[src/rtl/rv32_mem_pkg.sv]
// Shared constants for the RV32I data-memory path: funct3 width codes,
// load/store unit state encoding and default data_memory address width.
package rv32_mem_pkg;

  localparam int unsigned ADDR_W_DEF = 10;

  localparam logic [2:0] F3_B  = 3'b000;
  localparam logic [2:0] F3_H  = 3'b001;
  localparam logic [2:0] F3_W  = 3'b010;
  localparam logic [2:0] F3_BU = 3'b100;
  localparam logic [2:0] F3_HU = 3'b101;

  typedef enum logic [2:0] {
    ST_IDLE,
    ST_RD,
    ST_CAP,
    ST_WR,
    ST_RESP
  } lsu_state_t;

  // Misaligned, out-of-range, undefined width code or unsigned-width store.
  function automatic logic lsu_fault(input logic        store,
                                     input logic [2:0]  funct3,
                                     input logic [31:0] addr,
                                     input int unsigned addr_w);
    logic f;
    f = 1'b0;
    case (funct3)
      F3_B, F3_BU: f = 1'b0;
      F3_H, F3_HU: f = addr[0];
      F3_W:        f = |addr[1:0];
      default:     f = 1'b1;
    endcase
    if ((addr >> (addr_w + 2)) != '0) f = 1'b1;
    if (store && funct3[2]) f = 1'b1;
    return f;
  endfunction

endpackage

[src/rtl/lsu_align.sv]
// Byte/halfword lane extraction with sign/zero extension for loads, and
// lane merging of store data into a fetched word for sub-word stores.
module lsu_align
  import rv32_mem_pkg::*;
(
  input  logic [2:0]  funct3,
  input  logic [1:0]  byte_off,
  input  logic [31:0] mem_word,
  input  logic [31:0] store_data,
  output logic [31:0] load_data,
  output logic [31:0] merged_word
);

  logic [7:0]  lane_b;
  logic [15:0] lane_h;

  always_comb begin
    lane_b = mem_word[{byte_off, 3'b000} +: 8];
    lane_h = byte_off[1] ? mem_word[31:16] : mem_word[15:0];

    case (funct3)
      F3_B:    load_data = {{24{lane_b[7]}}, lane_b};
      F3_BU:   load_data = {24'h000000, lane_b};
      F3_H:    load_data = {{16{lane_h[15]}}, lane_h};
      F3_HU:   load_data = {16'h0000, lane_h};
      default: load_data = mem_word;
    endcase

    merged_word = mem_word;
    case (funct3[1:0])
      2'b00:   merged_word[{byte_off, 3'b000} +: 8]     = store_data[7:0];
      2'b01:   merged_word[{byte_off[1], 4'b0000} +: 16] = store_data[15:0];
      default: merged_word = store_data;
    endcase
  end

endmodule

[src/rtl/load_store_unit.sv]
// RV32I load/store unit: one access at a time against a data_memory whose
// read data is registered one edge after mem_read; SB/SH use read-modify-write.
module load_store_unit
  import rv32_mem_pkg::*;
#(
  parameter int unsigned ADDR_W = ADDR_W_DEF
) (
  input  logic              clk,
  input  logic              rst_n,
  input  logic              req_valid,
  output logic              req_ready,
  input  logic              req_store,
  input  logic [2:0]        req_funct3,
  input  logic [31:0]       req_addr,
  input  logic [31:0]       req_wdata,
  output logic              resp_valid,
  input  logic              resp_ready,
  output logic [31:0]       resp_rdata,
  output logic              resp_fault,
  output logic              mem_read,
  output logic              mem_write,
  output logic [ADDR_W-1:0] mem_address,
  output logic [31:0]       mem_write_data,
  input  logic [31:0]       mem_read_data
);

  lsu_state_t state, state_nx;

  logic [ADDR_W+1:0] addr_r;
  logic [2:0]        f3_r;
  logic              store_r;
  logic              fault_r;
  logic [31:0]       wdata_r;
  logic [31:0]       rdata_r;

  logic              accept;
  logic              req_fault;
  logic [31:0]       load_data;
  logic [31:0]       merged_word;

  assign req_fault = lsu_fault(req_store, req_funct3, req_addr, ADDR_W);
  assign accept    = req_valid && req_ready;

  always_ff @(posedge clk or negedge rst_n) begin
    if (!rst_n) state <= ST_IDLE;
    else        state <= state_nx;
  end

  always_comb begin
    state_nx   = state;
    req_ready  = 1'b0;
    resp_valid = 1'b0;
    mem_read   = 1'b0;
    mem_write  = 1'b0;
    case (state)
      ST_IDLE: begin
        req_ready = 1'b1;
        if (req_valid) begin
          if (req_fault)                           state_nx = ST_RESP;
          else if (req_store && req_funct3 == F3_W) state_nx = ST_WR;
          else                                     state_nx = ST_RD;
        end
      end
      ST_RD: begin
        mem_read = 1'b1;
        state_nx = ST_CAP;
      end
      ST_CAP:  state_nx = store_r ? ST_WR : ST_RESP;
      ST_WR: begin
        mem_write = 1'b1;
        state_nx  = ST_RESP;
      end
      ST_RESP: begin
        resp_valid = 1'b1;
        if (resp_ready) state_nx = ST_IDLE;
      end
      default: state_nx = ST_IDLE;
    endcase
  end

  // wdata_r doubles as the merged RMW word once CAP has sampled memory.
  always_ff @(posedge clk or negedge rst_n) begin
    if (!rst_n) begin
      addr_r  <= '0;
      f3_r    <= '0;
      store_r <= 1'b0;
      fault_r <= 1'b0;
      wdata_r <= '0;
      rdata_r <= '0;
    end else if (accept) begin
      addr_r  <= req_addr[ADDR_W+1:0];
      f3_r    <= req_funct3;
      store_r <= req_store;
      fault_r <= req_fault;
      wdata_r <= req_wdata;
      rdata_r <= '0;
    end else if (state == ST_CAP) begin
      if (store_r) wdata_r <= merged_word;
      else         rdata_r <= load_data;
    end
  end

  lsu_align u_align (
    .funct3      (f3_r),
    .byte_off    (addr_r[1:0]),
    .mem_word    (mem_read_data),
    .store_data  (wdata_r),
    .load_data   (load_data),
    .merged_word (merged_word)
  );

  assign mem_address    = (state == ST_RD || state == ST_CAP || state == ST_WR)
                          ? addr_r[ADDR_W+1:2] : '0;
  assign mem_write_data = (state == ST_WR) ? wdata_r : '0;
  assign resp_rdata     = (state == ST_RESP) ? rdata_r : '0;
  assign resp_fault     = (state == ST_RESP) ? fault_r : 1'b0;

endmodule

[config.mk]
export PLATFORM = sky130hd
export DESIGN_NAME = load_store_unit
export DESIGN_NICKNAME = d
export VERILOG_FILES = /design/src/rtl/rv32_mem_pkg.sv /design/src/rtl/lsu_align.sv /design/src/rtl/load_store_unit.sv
export SDC_FILE = /design/constraint.sdc
export NUM_CORES = 1
export LEC_CHECK = 0
export ABC_AREA = 0
export BUFFER_PORTS_ARGS = -buffer_cell sky130_fd_sc_hd__buf_2
export CORE_MARGIN = 3
export CORE_UTILIZATION = 45
export CTS_BUF_LIST = sky130_fd_sc_hd__clkbuf_4 sky130_fd_sc_hd__clkbuf_8 sky130_fd_sc_hd__clkbuf_16
export CTS_CLUSTER_DIAMETER = 150
export DETAILED_ROUTE_END_ITERATION = 8
export PLACE_DENSITY = 0.76
export SLEW_MARGIN = 15
export SYNTH_ARGS = -nofsm -noshare
export SYNTH_HDL_FRONTEND = slang
export SYNTH_SLANG_ARGS = --single-unit
[constraint.sdc]
create_clock -name clk -period 2.54 [get_ports clk]
set_clock_uncertainty 0.05 [all_clocks]
set_input_delay 0.127 -clock clk [delete_from_list [all_inputs] [get_ports clk]]
set_output_delay 0.127 -clock clk [all_outputs]
set_load 0.01 [all_outputs]
==> results.toml, run 1 <==
[route]
route.detailed.drc = 0
num_vias = 5454
via_per_inst = 6.02
drt_iter0_drc = 616
drt_first_pass_iters = 6
routed_wirelength_mm = 18.4
drt.antenna.violating_nets = 0
wl_per_cell_um = 20.3

[grt]
via_count_of_the_first_global_routing_pass = 5294
globalRoute.totalOverflow = 0
pin_count_of_the_biggest_net_entering_global_routing = 85
grt_usage = 0.282
grt_pass1_wl_mm = 28.6
antenna_violations_before_repair = 0

[timing]
final.setup.tns_ns = 0
slew-limit-headroom = 0.488
slew_violations = 0
max_freq_mhz = 439
final.period_utilization = 0.896
hold_violations = 0
min_period_ns = 2.28
whs_ns = 0.000146
setup_viol = 0
post-route-worst-setup-slack_ns = 0.263
grt_setup_unrepaired = "false"
tightest_slew_ns = 0.769

[run_status]
outcome = "complete, no violations"

[setup_path]
cp_data_required_time_ns = 2.75
cp-end-kind = "register"
worstPathCellList = "buf_4 > ha_1 > nor4bb_1 > buf_4 > a221oi_1 > a211o_1 > a31oi_1"
crit_path_max_fanout = 32
worstRegToRegCells = 7
critical_path.endpoint = "wdata_r[20]"
critPathLaunch = "addr_r[1]"
reg2reg_setup_slack_ns = 0.26
slowest_delay_ns = 0.43
timing.rr.start = "addr_r[1]"
crit-reg2reg-capture = "wdata_r[20]"
critical_path_arrival_ns = 2.49
kind_of_critical_path = "reg -> reg"
critPathSlowestCell = "buf_4"
worst_path_most_repeated_cell = "buf_4"
start_kind = "register"

[cts]
worstSkewPairLatency_ns = 0.35
number_of_buffers_added_for_setup_after_cts = 0
post_cts_resized = 0
ctsLongestPathBuffers = 2
numClockSinks = 84
path_clk_slew_ns = 0.07
cts_root_buf = "clkbuf_16"
cts_inserted_buffers = 9
htreeDepth = 3
cts_tree = "done"
cts.hold.buffers_added = 26

[placement]
number_of_cells_in_the_design_after_placement = 864
detailedPlace.worstSlack_ns = 0.312
dpl-instance-area_mm2 = 0.00630
hpwl_after_dpl_mm = 13.6
globalplace.congestion = 0.974
port-buffer-count = 182

[synth]
yosysWarningCount = 0
synth.cell_area_mm2 = 0.00527
netlist_instances = 573
synth_seq_area_share = 0.399
syn_area_cell_um2 = 9.19
total_nets_after_synthesis = 682
number_of_distinct_standard_cells_referenced_by_the_synthesized_netlist = 49
synth-seq-cells = 84

[die]
die_h_um = 114
floorplan.io_pins = 183
floorplan.core_area_mm2 = 0.0111
die_w_um = 114
rows = 38
floorplan.die_area_mm2 = 0.0130
initial_core_util = 0.473

[cells_and_area]
layout-drive-gt1-share = 0.309
num-nets-final = 870
n_antenna_cell = 0
final_cells = 906
area_delta_synth_final_pct = 30.2
stdcell_area_mm2 = 0.00685

[worst_hold_path]
holdCritPathClass = "in -> reg"

[flow_run]
maxCapViolCount = 0

[power_and_ir_drop]
power-per-cell-area_mw_per_mm2 = 664
peakVddDrop_mv = 0.406
p_leak_uw = 0.00364
[metrics by stage]
step	utilization	power, µW
final	0.616	4550
after detailed placement	0.566	3200
after floorplan	-	2680
after global placement	0.566	3160
after global routing	0.616	4750
after CTS	0.616	4510
[metal layers]
metal | global-route usage | up-vias | share of wire | wire length (µm)
met5 | 0 | - | 0 | 0
met4 | 0.104 | 0 | 0.031 | 568
met3 | 0.0492 | 43 | 0.096 | 1780
met2 | 0.445 | 307 | 0.45 | 8300
met1 | 0.390 | 2599 | 0.42 | 7780
li1 | - | 2505 | - | -
[power by group]
group / internal (µW) / switching (µW) / total (µW)
registers: 1580 / 316 / 1890
logic: 586 / 769 / 1360
clock network: 686 / 611 / 1300
[synth_stat cells, drive strengths merged]
cell	instances	area share
nand2	95	0.068
dfrtp	84	0.40
and3	65	0.077
nor2	29	0.021
clkbuf	28	0.020
o21ai	27	0.029
a221o	24	0.046
buf	24	0.026
mux2i	24	0.046
a31oi	18	0.021
a211o	17	0.028
a221oi	16	0.027
a32o	16	0.030
nand2b	15	0.018
and2	13	0.015
mux2	11	0.024
a21oi	10	0.012
a22o	8	0.013
inv	7	0.0050
ha	5	0.012
nor2b	5	0.0059
nor4	5	0.0059
or3	5	0.0059
a211oi	3	0.0086
nand3	3	0.0029
nor4b	3	0.010
nor3	2	0.0029
nor4bb	2	0.0038
a22oi	1	0.0014
a31o	1	0.0017
a41o	1	0.0019
mux4	1	0.0043
nand3b	1	0.0014
nand4	1	0.0012
nor3b	1	0.0024
o41ai	1	0.0017
or4b	1	0.0019
[sequential cells by signal, indices dropped and copies added (netlist names)]
signal / cells
fault_r: 1
addr_r: 12
state: 3
store_r: 1
rdata_r: 32
wdata_r: 32
f3_r: 3
[layout make-up]
cell class | instances | area [µm²]
clock buffer | 9 | 225
clock inverter | 7 | 61.3
fill | 982 | 4270
inverter | 7 | 26.3
multi-input combinational | 430 | 2920
sequential | 84 | 2100
tap | 140 | 175
timing repair buffer | 229 | 1350
[kinds of logic (layout without fill, tap and decap cells)]
logic type	Yosys count	after routing	synth area share
buf+inv	59	252	0.0506
compound gates	143	143	0.221
flops	84	84	0.399
simple gates	246	246	0.244
mux	36	36	0.0734
fa+ha+maj	5	5	0.0119
[cells in the final DEF (no fill, tap or decap), drive strengths merged, types with 2 or more instances in the layout]
cell type and instances:
buf 203, nand2 95, dfrtp 84, and3 65
nor2 29, o21ai 27, dlygate4sd3 26, mux2i 24
a221o 24, a31oi 18, a211o 17, a221oi 16
a32o 16, nand2b 15, and2 13, inv 13
mux2 11, a21oi 10, clkbuf 9, a22o 8
or3 5, nor4 5, ha 5, nor2b 5
nand3 3, nor4b 3, a211oi 3, nor4bb 2
nor3 2
[critical path: cells and delay by family (launching register included)]
kind	cells	cell delay, ns
buffers and inverters	2	0.64
AOI/OAI and AO/OA	3	0.57
DFF	1	0.34
and+or+nand+nor	1	0.30
adders and majority gates	1	0.27
[how the worst min path moves through the flow]
stage               cells past startpoint     endpoint           from
floorplan                               0    addr_r[0]          rst_n
global placement                        3    addr_r[4]    req_addr[4]
detailed placement                      3    addr_r[7]    req_addr[7]
CTS                                     3  wdata_r[16]  req_wdata[16]
global route                            3  wdata_r[16]  req_wdata[16]
finish                                  3  wdata_r[16]  req_wdata[16]
Note: power is estimated with default switching activity, not from simulation.
==> run 2, diff against run 1 <==
--- a/config.mk
+++ b/config.mk
@@ -12,6 +12,7 @@
 export CTS_BUF_LIST = sky130_fd_sc_hd__clkbuf_4 sky130_fd_sc_hd__clkbuf_8 sky130_fd_sc_hd__clkbuf_16
 export CTS_CLUSTER_DIAMETER = 150
 export DETAILED_ROUTE_END_ITERATION = 8
+export GPL_TIMING_DRIVEN = 0
 export PLACE_DENSITY = 0.76
 export SLEW_MARGIN = 15
 export SYNTH_ARGS = -nofsm -noshare
==> run 2 against run 1 <==
  * Utilization grew 1.6 points
  * Count of clock-buffer cells in the layout grew 1
  * Largest cell class unchanged
  * Combinational power grew 7%
  * Final cell count grew 4.0%
  * Critical path depth shrank 3
  * Die area is the same
  * Sequential power is essentially flat
  * Worst hold slack gained 0.0063 ns
  * Critical path type is now reg -> out
==> results.toml, run 2 (synthesized netlist as in run 1, its figures left out) <==
[timing]
setup_viol = 0
hold_violations = 0
slew-limit-headroom = 0.497
tightest_slew_ns = 0.753
final.period_utilization = 0.928
grt_setup_unrepaired = "false"
max_freq_mhz = 424
final.setup.tns_ns = 0
min_period_ns = 2.36
slew_violations = 0

[cells_and_area]
stdcell_area_mm2 = 0.00703
mostFrequentLayoutCells = "198 x buf_2, 94 x nand2_1, 83 x dfrtp_1, 65 x and3_1, 28 x nor2_1"
layout-drive-gt1-share = 0.309
fillerInstances = 985
num-nets-final = 906
largestRegisters = "rdata_r (32), wdata_r (32), addr_r (12)"
final_cells = 942
n_antenna_cell = 0
final_util = 0.632
most_common_cell_after_layout_fill_and_taps_aside = "buf_2"
area_delta_synth_final_pct = 33.5

[die]
die_h_um = 114
floorplan.io_pins = 183
initial_core_util = 0.473
rows = 38
die_w_um = 114
floorplan.die_area_mm2 = 0.0130
floorplan.core_area_mm2 = 0.0111

[worst_hold_path]
min_from = "resp_ready"
holdCritPathClass = "in -> reg"
hold_end = "state[2]"
worst_hold_path.num_cells = 3

[grt]
globalRoute.totalOverflow = 0
grt_usage = 0.297
grt_pass1_wl_mm = 30.0
pin_count_of_the_biggest_net_entering_global_routing = 50
antenna_violations_before_repair = 0
via_count_of_the_first_global_routing_pass = 5529

[route]
drt_iter0_drc = 524
drt.antenna.violating_nets = 0
via_per_inst = 6.02
routed_wirelength_mm = 19.5
drt_first_pass_iters = 6
route.detailed.drc = 0
wl_per_cell_um = 20.7
num_vias = 5669

[power_and_ir_drop]
peakVddDrop_mv = 0.442
p_leak_uw = 0.00372
power-per-cell-area_mw_per_mm2 = 677

[setup_path]
number_of_gates_on_the_worst_path_with_buffers_counted = 4
slowest_delay_ns = 0.52
critical_path_arrival_ns = 2.18
cp_data_required_time_ns = 2.36
start_kind = "register"
kind_of_critical_path = "reg -> out"
reg2reg_setup_slack_ns = 0.22
kind_of_cell_with_the_highest_combined_delay_on_the_critical_path = "buffers and inverters"
crit_path_max_fanout = 10
timing.rr.start = "addr_r[0]"
worstRegToRegCells = 8
worstPathCellList = "clkbuf_1 > clkbuf_1 > and3_1 > buf_2"
cp-end-kind = "primary output"
critPathBufInv = 3
critPathSlowestCell = "clkbuf_1"
worst_path_most_repeated_cell = "clkbuf_1"
crit-reg2reg-capture = "wdata_r[30]"

[placement]
hpwl_after_dpl_mm = 14.8
globalplace.congestion = 0.891
dpl-instance-area_mm2 = 0.00638
port-buffer-count = 182
number_of_cells_in_the_design_after_placement = 896

[cts]
numClockSinks = 84
worstSkewPairLatency_ns = 0.34
ctsLongestPathBuffers = 2
path_clk_slew_ns = 0.06
cts_root_buf = "clkbuf_16"
cts_inserted_buffers = 9
cts_tree = "done"
htreeDepth = 3

[run_status]
outcome = "complete, no violations"

[flow_run]
maxCapViolCount = 0
[run 2: changes by cell type in the layout (fill, tap and decap cells not counted), moves of 2 or more]
cell       before  now
clkbuf_1        0   27
buf_2         181  198
clkbuf_4        0    2
bufinv_16       0    2
buf_4          20    8
inv_6           6    1
clkinv_2        0    2
[run 2: what timing repair did]
item	CTS	global route
hold buffers	27	0
endpoints found under the setup margin	8	45
gates resized for setup	4	6
buffers inserted	1	2
hold endpoints to repair	61	0
[run 2: final cells by class]
class                      instances  area (µm²)  area share
clock inverter                     6        87.6      0.0125
clock buffer                      10         233      0.0331
timing repair buffer             213        1230       0.175
buffer                            52         250      0.0356
sequential                        84        2100       0.299
inverter                           7        30.0     0.00427
tap                              140         175      0.0249
multi-input combinational        430        2920       0.415
[run 2: worst max path at each step]
stage,start,endpoint,slack (ns)
global placement,addr_r[1],wdata_r[27],-0.12
global route,addr_r[0],wdata_r[30],0.01
CTS,addr_r[1],wdata_r[30],0.06
detailed placement,addr_r[1],wdata_r[28],-0.16
floorplan,addr_r[1],wdata_r[30],0.32
finish,state[2],resp_rdata[28],0.18
[run 2: power by group]
group	internal, µW	leakage (µW)	switching [µW]
clock	875	0.000160	564
sequential	1580	0.00107	279
combinational	623	0.00249	839
total	3080	0.00372	1680
[run 2: per-layer routing]
layer / vias up / GRT usage / routed length, µm
met1: 2742 / 0.411 / 8280
met2: 301 / 0.477 / 8990
met4: 0 / 0.116 / 626
met3: 46 / 0.0359 / 1610
met5: - / 0 / 0
li1: 2580 / - / -
[run 2: metrics by stage]
step           hold slack, ns  setup slack, ns  total power (µW)
6_report              0.00640            0.183              4760
5_1_grt                0.0213           0.0147              4980
4_1_cts               0.00437           0.0564              4700
3_5_place_dp           0.0762           -0.165              3230
3_3_place_gp            0.265           -0.123              3180
2_1_floorplan          -0.219            0.318              2680
[run 2: worst register-to-register path: stages (launching register included)]
cell and delay (ns):
dfrtp_1 0.38, clkbuf_4 0.22, inv_1 0.13, ha_1 0.32, nor4bb_2 0.30, buf_4 0.20
a221oi_1 0.09, a211o_1 0.35, a31oi_1 0.21
